`config.mk`:
```
export PLATFORM = sky130hd
export DESIGN_NAME = ctrl_bus_regbank
export DESIGN_NICKNAME = d
export VERILOG_FILES = /design/src/rtl/ctrl_bus_pkg.sv /design/src/rtl/ctrl_bus_decode.sv /design/src/rtl/ctrl_bus_regbank.sv
export SDC_FILE = /design/constraint.sdc
export NUM_CORES = 1
export LEC_CHECK = 0
export BUFFER_PORTS_ARGS = -buffer_cell sky130_fd_sc_hd__buf_2
export CAP_MARGIN = 20
export CORE_MARGIN = 2
export CORE_UTILIZATION = 59
export CTS_CLUSTER_SIZE = 30
export DETAILED_ROUTE_END_ITERATION = 8
export PLACE_DENSITY = 0.86
export SYNTH_ARGS = -nofsm -noshare
export SYNTH_HDL_FRONTEND = slang
export SYNTH_HIERARCHICAL = 1
export SYNTH_SLANG_ARGS = --single-unit
```
`constraint.sdc`:
```
create_clock -name byte_clk -period 18.5 [get_ports byte_clk]
set_input_delay 3.7 -clock byte_clk [delete_from_list [all_inputs] [get_ports byte_clk]]
set_output_delay 3.7 -clock byte_clk [all_outputs]
set_load 0.02 [all_outputs]
```
`src/rtl/ctrl_bus_pkg.sv`:
```
// Shared address map, bad-address read value, FSM state and register-select encodings.
// The register bank and its address decoder both import this package.
package ctrl_bus_pkg;

    localparam logic [15:0] ADDR_ID        = 16'h0000;
    localparam logic [15:0] ADDR_SCRATCH   = 16'h0001;
    localparam logic [15:0] ADDR_PULSE     = 16'h0002;
    localparam logic [15:0] ADDR_UPTIME    = 16'h0003;
    localparam logic [15:0] ADDR_TXCNT     = 16'h0004;
    localparam logic [15:0] ADDR_CTRL_BASE = 16'h0010;
    localparam logic [15:0] ADDR_STAT_BASE = 16'h0020;

    localparam logic [31:0] BADADDR_VALUE  = 32'hDEAD_BEEF;

    typedef enum logic [1:0] {
        ST_IDLE = 2'd0,
        ST_EXEC = 2'd1,
        ST_ACK  = 2'd2
    } state_t;

    typedef enum logic [2:0] {
        SEL_NONE    = 3'd0,
        SEL_ID      = 3'd1,
        SEL_SCRATCH = 3'd2,
        SEL_PULSE   = 3'd3,
        SEL_UPTIME  = 3'd4,
        SEL_TXCNT   = 3'd5,
        SEL_CTRL    = 3'd6,
        SEL_STAT    = 3'd7
    } reg_sel_t;

endpackage

```
`src/rtl/ctrl_bus_decode.sv`:
```
// Address decode: register select, bank index, read-only flag and valid flag.
// Purely combinational, no latency and no backpressure.
module ctrl_bus_decode
    import ctrl_bus_pkg::*;
#(
    parameter int N_CTRL = 4,
    parameter int N_STAT = 4
) (
    input  logic [15:0] address,
    output logic [2:0]  sel,
    output logic [3:0]  idx,
    output logic        ro,
    output logic        valid
);

    reg_sel_t sel_e;

    always_comb begin
        sel_e = SEL_NONE;
        ro    = 1'b0;
        if (address == ADDR_ID) begin
            sel_e = SEL_ID;
            ro    = 1'b1;
        end else if (address == ADDR_SCRATCH) begin
            sel_e = SEL_SCRATCH;
        end else if (address == ADDR_PULSE) begin
            sel_e = SEL_PULSE;
        end else if (address == ADDR_UPTIME) begin
            sel_e = SEL_UPTIME;
        end else if (address == ADDR_TXCNT) begin
            sel_e = SEL_TXCNT;
            ro    = 1'b1;
        end else if (address[15:4] == ADDR_CTRL_BASE[15:4] && int'(address[3:0]) < N_CTRL) begin
            sel_e = SEL_CTRL;
        end else if (address[15:4] == ADDR_STAT_BASE[15:4] && int'(address[3:0]) < N_STAT) begin
            sel_e = SEL_STAT;
            ro    = 1'b1;
        end
    end

    assign sel   = sel_e;
    assign idx   = address[3:0];
    assign valid = (sel_e != SEL_NONE);

endmodule

```
`src/rtl/ctrl_bus_regbank.sv`:
```
// Control-link register bank: ID, scratch, pulse, uptime, transaction count, control and status words.
// Ack 2 cycles after the strobe edge; held until strobe is seen low (four-phase handshake, no other backpressure).
module ctrl_bus_regbank
    import ctrl_bus_pkg::*;
#(
    parameter logic [31:0] ID_VALUE = 32'hC0DE_0001,
    parameter int          N_CTRL   = 4,
    parameter int          N_STAT   = 4
) (
    input  logic                  byte_clk,
    input  logic                  reset,
    input  logic                  strobe,
    input  logic [15:0]           address,
    input  logic                  requestIsWrite,
    input  logic [31:0]           dataIn,
    input  logic                  linkOk,
    output logic                  ack,
    output logic [31:0]           dataOut,
    output logic [32*N_CTRL-1:0]  ctrl_regs,
    input  logic [32*N_STAT-1:0]  stat_in,
    output logic [31:0]           pulse_out
);

    localparam int CIW = (N_CTRL > 1) ? $clog2(N_CTRL) : 1;
    localparam int SIW = (N_STAT > 1) ? $clog2(N_STAT) : 1;

    state_t      state, state_nxt;
    logic        strobe_d;
    logic [15:0] req_addr;
    logic        req_wr;
    logic [31:0] req_data;
    logic [31:0] scratch, uptime, txcnt, rd_data;
    logic [31:0] ctrl_q [N_CTRL];
    logic [31:0] stat_w [N_STAT];
    logic        do_latch, do_exec, do_ack, ack_drop, wr_en;
    logic [2:0]  dec_sel;
    logic [3:0]  dec_idx;
    logic        dec_ro, dec_valid;
    logic        unused_idx_bits;

    ctrl_bus_decode #(.N_CTRL(N_CTRL), .N_STAT(N_STAT)) u_decode (
        .address (req_addr),
        .sel     (dec_sel),
        .idx     (dec_idx),
        .ro      (dec_ro),
        .valid   (dec_valid)
    );

    assign unused_idx_bits = ^dec_idx;

    for (genvar k = 0; k < N_CTRL; k++) begin : g_ctrl
        assign ctrl_regs[32*k +: 32] = ctrl_q[k];
    end
    for (genvar k = 0; k < N_STAT; k++) begin : g_stat
        assign stat_w[k] = stat_in[32*k +: 32];
    end

    always_ff @(posedge byte_clk or posedge reset) begin
        if (reset) begin
            state    <= ST_IDLE;
            strobe_d <= 1'b0;
        end else begin
            state    <= state_nxt;
            strobe_d <= strobe;
        end
    end

    // A dropped link aborts the handshake from any state.
    always_comb begin
        state_nxt = state;
        if (!linkOk) begin
            state_nxt = ST_IDLE;
        end else begin
            case (state)
                ST_IDLE: if (strobe && !strobe_d) state_nxt = ST_EXEC;
                ST_EXEC: state_nxt = ST_ACK;
                ST_ACK:  if (!strobe) state_nxt = ST_IDLE;
                default: state_nxt = ST_IDLE;
            endcase
        end
    end

    // A write sitting in EXEC commits even if the link drops in that cycle.
    always_comb begin
        do_latch = (state == ST_IDLE) && linkOk && strobe && !strobe_d;
        do_exec  = (state == ST_EXEC);
        do_ack   = do_exec && linkOk;
        ack_drop = !linkOk || ((state == ST_ACK) && !strobe);
        wr_en    = do_exec && req_wr && dec_valid && !dec_ro;
    end

    always_comb begin
        rd_data = BADADDR_VALUE;
        case (dec_sel)
            SEL_ID:      rd_data = ID_VALUE;
            SEL_SCRATCH: rd_data = scratch;
            SEL_PULSE:   rd_data = 32'h0;
            SEL_UPTIME:  rd_data = uptime;
            SEL_TXCNT:   rd_data = txcnt;
            SEL_CTRL:    rd_data = ctrl_q[dec_idx[CIW-1:0]];
            SEL_STAT:    rd_data = stat_w[dec_idx[SIW-1:0]];
            default:     rd_data = BADADDR_VALUE;
        endcase
    end

    always_ff @(posedge byte_clk or posedge reset) begin
        if (reset) begin
            req_addr <= 16'h0;
            req_wr   <= 1'b0;
            req_data <= 32'h0;
        end else if (do_latch) begin
            req_addr <= address;
            req_wr   <= requestIsWrite;
            req_data <= dataIn;
        end
    end

    always_ff @(posedge byte_clk or posedge reset) begin
        if (reset) begin
            ack     <= 1'b0;
            dataOut <= 32'h0;
            txcnt   <= 32'h0;
        end else begin
            if (do_ack) begin
                ack     <= 1'b1;
                dataOut <= req_wr ? req_data : rd_data;
                txcnt   <= txcnt + 32'd1;
            end else if (ack_drop) begin
                ack <= 1'b0;
            end
        end
    end

    always_ff @(posedge byte_clk or posedge reset) begin
        if (reset) begin
            scratch   <= 32'h0;
            uptime    <= 32'h0;
            pulse_out <= 32'h0;
            for (int k = 0; k < N_CTRL; k++) ctrl_q[k] <= 32'h0;
        end else begin
            uptime    <= (wr_en && dec_sel == SEL_UPTIME) ? 32'h0 : uptime + 32'd1;
            pulse_out <= (wr_en && dec_sel == SEL_PULSE) ? req_data : 32'h0;
            if (wr_en && dec_sel == SEL_SCRATCH) scratch <= req_data;
            if (wr_en && dec_sel == SEL_CTRL) ctrl_q[dec_idx[CIW-1:0]] <= req_data;
        end
    end

endmodule

```
* Word level (Yosys, flattened, before mapping)
Index checks and enable logic that the tools add are counted.
** Storage, ports and cells
- Flip-flop bits (word level) :: 341
- Word-level logic and storage cells :: 97
- Input port bits :: 181
** Cells by class
- Reduce and logical (&&, ||, !) cells :: 26
- Bitwise operators :: 1
- $add $sub $neg :: 2
- $lt $le $gt $ge :: 3
- Mux-type cells :: 33
- Equality and inequality tests :: 17
** Operators by type and width (count)
- 32-bit 2-to-1 mux :: 8
- 32-bit case mux with 7 select lines :: 1
- 32-bit binary-select mux with 2-bit select :: 2
- 128-bit bitwise mux :: 1
- 32-bit by 1-bit adder with 32-bit output (second input constant) :: 2
- 32-bit demux with 2-bit select :: 1
- 16-bit by 2-bit == test with 1-bit output (second input constant) :: 2
- 3-bit 2-to-1 mux :: 7
- 16-bit by 1-bit == test with 1-bit output (second input constant) :: 1
- 16-bit by 3-bit == test with 1-bit output (second input constant) :: 1
- 1-bit logical AND :: 16
- 16-bit logical NOT :: 1
- 12-bit by 1-bit == test with 1-bit output (second input constant) :: 1
- 12-bit by 2-bit == test with 1-bit output (second input constant) :: 1
- 3-bit == test (second input constant) :: 4
- 1-bit 2-to-1 mux :: 9
- 3-bit by 2-bit == test with 1-bit output (second input constant) :: 2
- 2-bit 2-to-1 mux :: 3
- 3-bit inequality test (second input constant) :: 2
- 2-bit case mux with 3 select lines :: 1
- 1-bit logical NOT :: 4
- 4-bit by 3-bit less-than comparator with 1-bit output (second input constant) :: 1
- 3-bit by 1-bit == test with 1-bit output (second input constant) :: 1
- 3-bit greater-or-equal comparator (second input constant) :: 1
- other kinds (9) :: 9

* Longest topological paths before layout
- Word-level depth :: 14
- Mapped depth :: 11

* Modules after synthesis
Netlist, hierarchy kept.
** By module, submodules not included
- ctrl_bus_regbank :: cells each 1214, times used 1, area an instance 15995.3 um^2
- ctrl_bus_decode :: cells each 31, times used 1, area an instance 211.5 um^2

* Worst setup path after synthesis
OpenSTA, ideal clock, no wires.
- Path kind :: input port to flip-flop
- Start point :: input linkOk
- End point :: register dataOut[10]
- Arrival :: 4.811 ns
- Stages :: 6
- Setup slack :: 13.557 ns
- Buffers on the path :: 2
- Data required time :: 18.368 ns
- Path through :: nand3b_1 > or3_1 > clkbuf_1 > clkbuf_1 > a221oi_1 > a21oi_1
** On the way
- Word-level cells in the longest chain between the ends :: 1
** Ends and longest elaborated chain
- start, declared :: RTL line ctrl_bus_regbank.sv:16 : input logic linkOk,
- 1-bit logical AND :: RTL line ctrl_bus_regbank.sv:87 : do_ack = do_exec && linkOk;
- end signal, assigned :: RTL line ctrl_bus_regbank.sv:126 : dataOut <= req_wr ? req_data : rd_data;
- end, declared :: RTL line ctrl_bus_regbank.sv:18 : output logic [31:0] dataOut,
No other way between the ends.
A chain may end at the register's enable or synchronous reset.

* Worst setup path after layout
- Start point :: input linkOk
- End point :: register dataOut[30]
The elaborated chain is that of the path after synthesis.

==> run metrics <==
status finished clean; routability cong. 0.9143; CTS Buf Count 35; Synthesis Warnings 6; worst vdd ir 64.60 uV; syn_area_per_cell 13.03 sq um; vias post-DR 12930; Antenna Nets Post-Route 0; Slew Limit Fails 0; cell family with most CP delay compound AO/OA/AOI/OAI gates; number of port buffers 373; pin count of the biggest net entering global routing 134; crit-path max FO 42; Mapped Cells 1243; Post-CTS Setup Inserts 0; setup TNS 0 ns; GRT Residual Overflow 0; vias in the first global route 12910; Syn Std Cell Area 16190 sq um; final WL 51720 um; Synth Net Count 1426; Setup Crit Path Kind input pin to flip-flop; Required @ worst endpoint 18.87 ns; final worst setup slack 13.19 ns; CTS tree done; first-pass GRT wire length 78340 um; area grow syn2layout 20.71%; post-CTS sizing 0; Starting Density 60.08%; RSZ-0062 raised after global routing false; number of antenna violations at the first check in global routing 1; nets 1775; Die X-Extent 169.7 um; Post-CTS Hold Fix Bufs 0; worst-skew pair later-pin latency 0.51 ns; Cell Chain, Critical Path buf_2, and3b_2, o211ai_1, a221oi_1, a21oi_1; Placement Cell Area 18380 sq um; full die area 28780 sq um; commonest cells after routing, fill and taps aside buf_2, dfrtp_1, mux2_2, mux4_2, a21oi_1; actual slew at the worst max-slew pin 1.036 ns; H-tree depth 2; HPWL Detailed 35110 um; worst path bufs/invs 1; Rows 60; final core utilization 72.52%; Die Height 169.7 um; residual DRC count 0; clock sink count 341; f_max 0.1883 GHz; Startpoint Class input pin; Power Density 95.06 nW/um^2; worst path arrival time 5.68 ns; Root Driver clkbuf_16; Worst slew margin 30.65%; Core Region 26950 sq um; Total GRT Usage 35.98%; DR iter-0 viols 1406; Hold Path Class flip-flop to flip-flop; commonest non-fill, non-tap cell in the layout buf_2; Setup crit end kind flip-flop; min Tclk post-route 5.312 ns; share of layout cells above drive strength 1 46.97%; CTS Buffer Depth 3; Final Hold Violating Endpoints 0; io pins 374; leakage power 0.009457 uW; final instance area 19550 sq um; vias per cell 6.594; final setup fails 0; CP peak stage delay 0.82 ns; total power 1858 uW; Crit-path slowest cell and3b_2; dpl ws 12.19 ns; DR pass1 iterations 6; clk slew on worst S/H paths 0.06 ns; skew final 0.009014 ns; Final Cycle Share 28.71%; Routed WL per cell 26.39 um; Max-cap violations 0
==> layout make-up <==
type                    count  area, sq um
clock inverters            10        87.58
clock buffers              53         1036
diodes                      1        2.502
well taps                 341        426.7
repair buffers            393         2085
multi-input cells         813         7330
fillers                  1725         7406
inverters                   8        37.54
flip-flops and latches    341         8541
==> worst reg2reg max path, cell delays in order, from the launching register on <==
cell and delay, ns:
dfrtp_1 0.38, nor4_1 0.47, nand3_1 0.30, a21oi_1 0.20, buf_4 0.25, and3b_2 0.79
nand4_1 0.35, nor2_4 0.52, buf_4 0.45, mux2_2 0.40
==> sequential cells by signal (all words and copies together) (netlist names) <==
register	cells
req_addr	16
uptime	32
dataOut	32
txcnt	32
ack	1
req_wr	1
pulse_out	32
scratch	32
ctrl_regs	128
req_data	32
state	2
strobe_d	1
==> worst paths after layout <==
path / start / endpoint / slack (ns) / cells past startpoint
max: linkOk / dataOut[30]$_DFFE_PP0P_ / 13.19 / 5
min: txcnt[26]$_DFFE_PP0P_ / txcnt[26]$_DFFE_PP0P_ / 0.49 / 1
max reg2reg: req_addr[11]$_DFFE_PP0P_ / ctrl_regs[66]$_DFFE_PP0P_ / 14.27 / 9
min reg2reg: txcnt[26]$_DFFE_PP0P_ / txcnt[26]$_DFFE_PP0P_ / 0.49 / 1
max in group asynchronous: reset / ctrl_regs[69]$_DFFE_PP0P_ / 13.21 / 5
min in group asynchronous: reset / req_addr[14]$_DFFE_PP0P_ / 3.34 / 2
==> per-layer routing <==
metal	GRT usage [%]	routed length, um
met1	47.98	19130
met2	57.09	24910
met3	9.095	5419
met4	14.75	2263
met5	0	0
==> per-stage QoR <==
stage          std cells  hold slack, ns
2_1_floorplan       1243          0.4455
3_3_place_gp        1892          0.4701
3_5_place_dp        1894          0.4834
4_1_cts             1957          0.4915
5_1_grt             1960          0.5194
6_report            1960          0.4923
==> power breakdown <==
group | total, uW | internal [uW] | switching (uW)
Clock | 696 | 403 | 293
Combinational | 263 | 120 | 143
Sequential | 899 | 799 | 99.5
Total | 1860 | 1320 | 536
(Power assumes the default switching activity.)
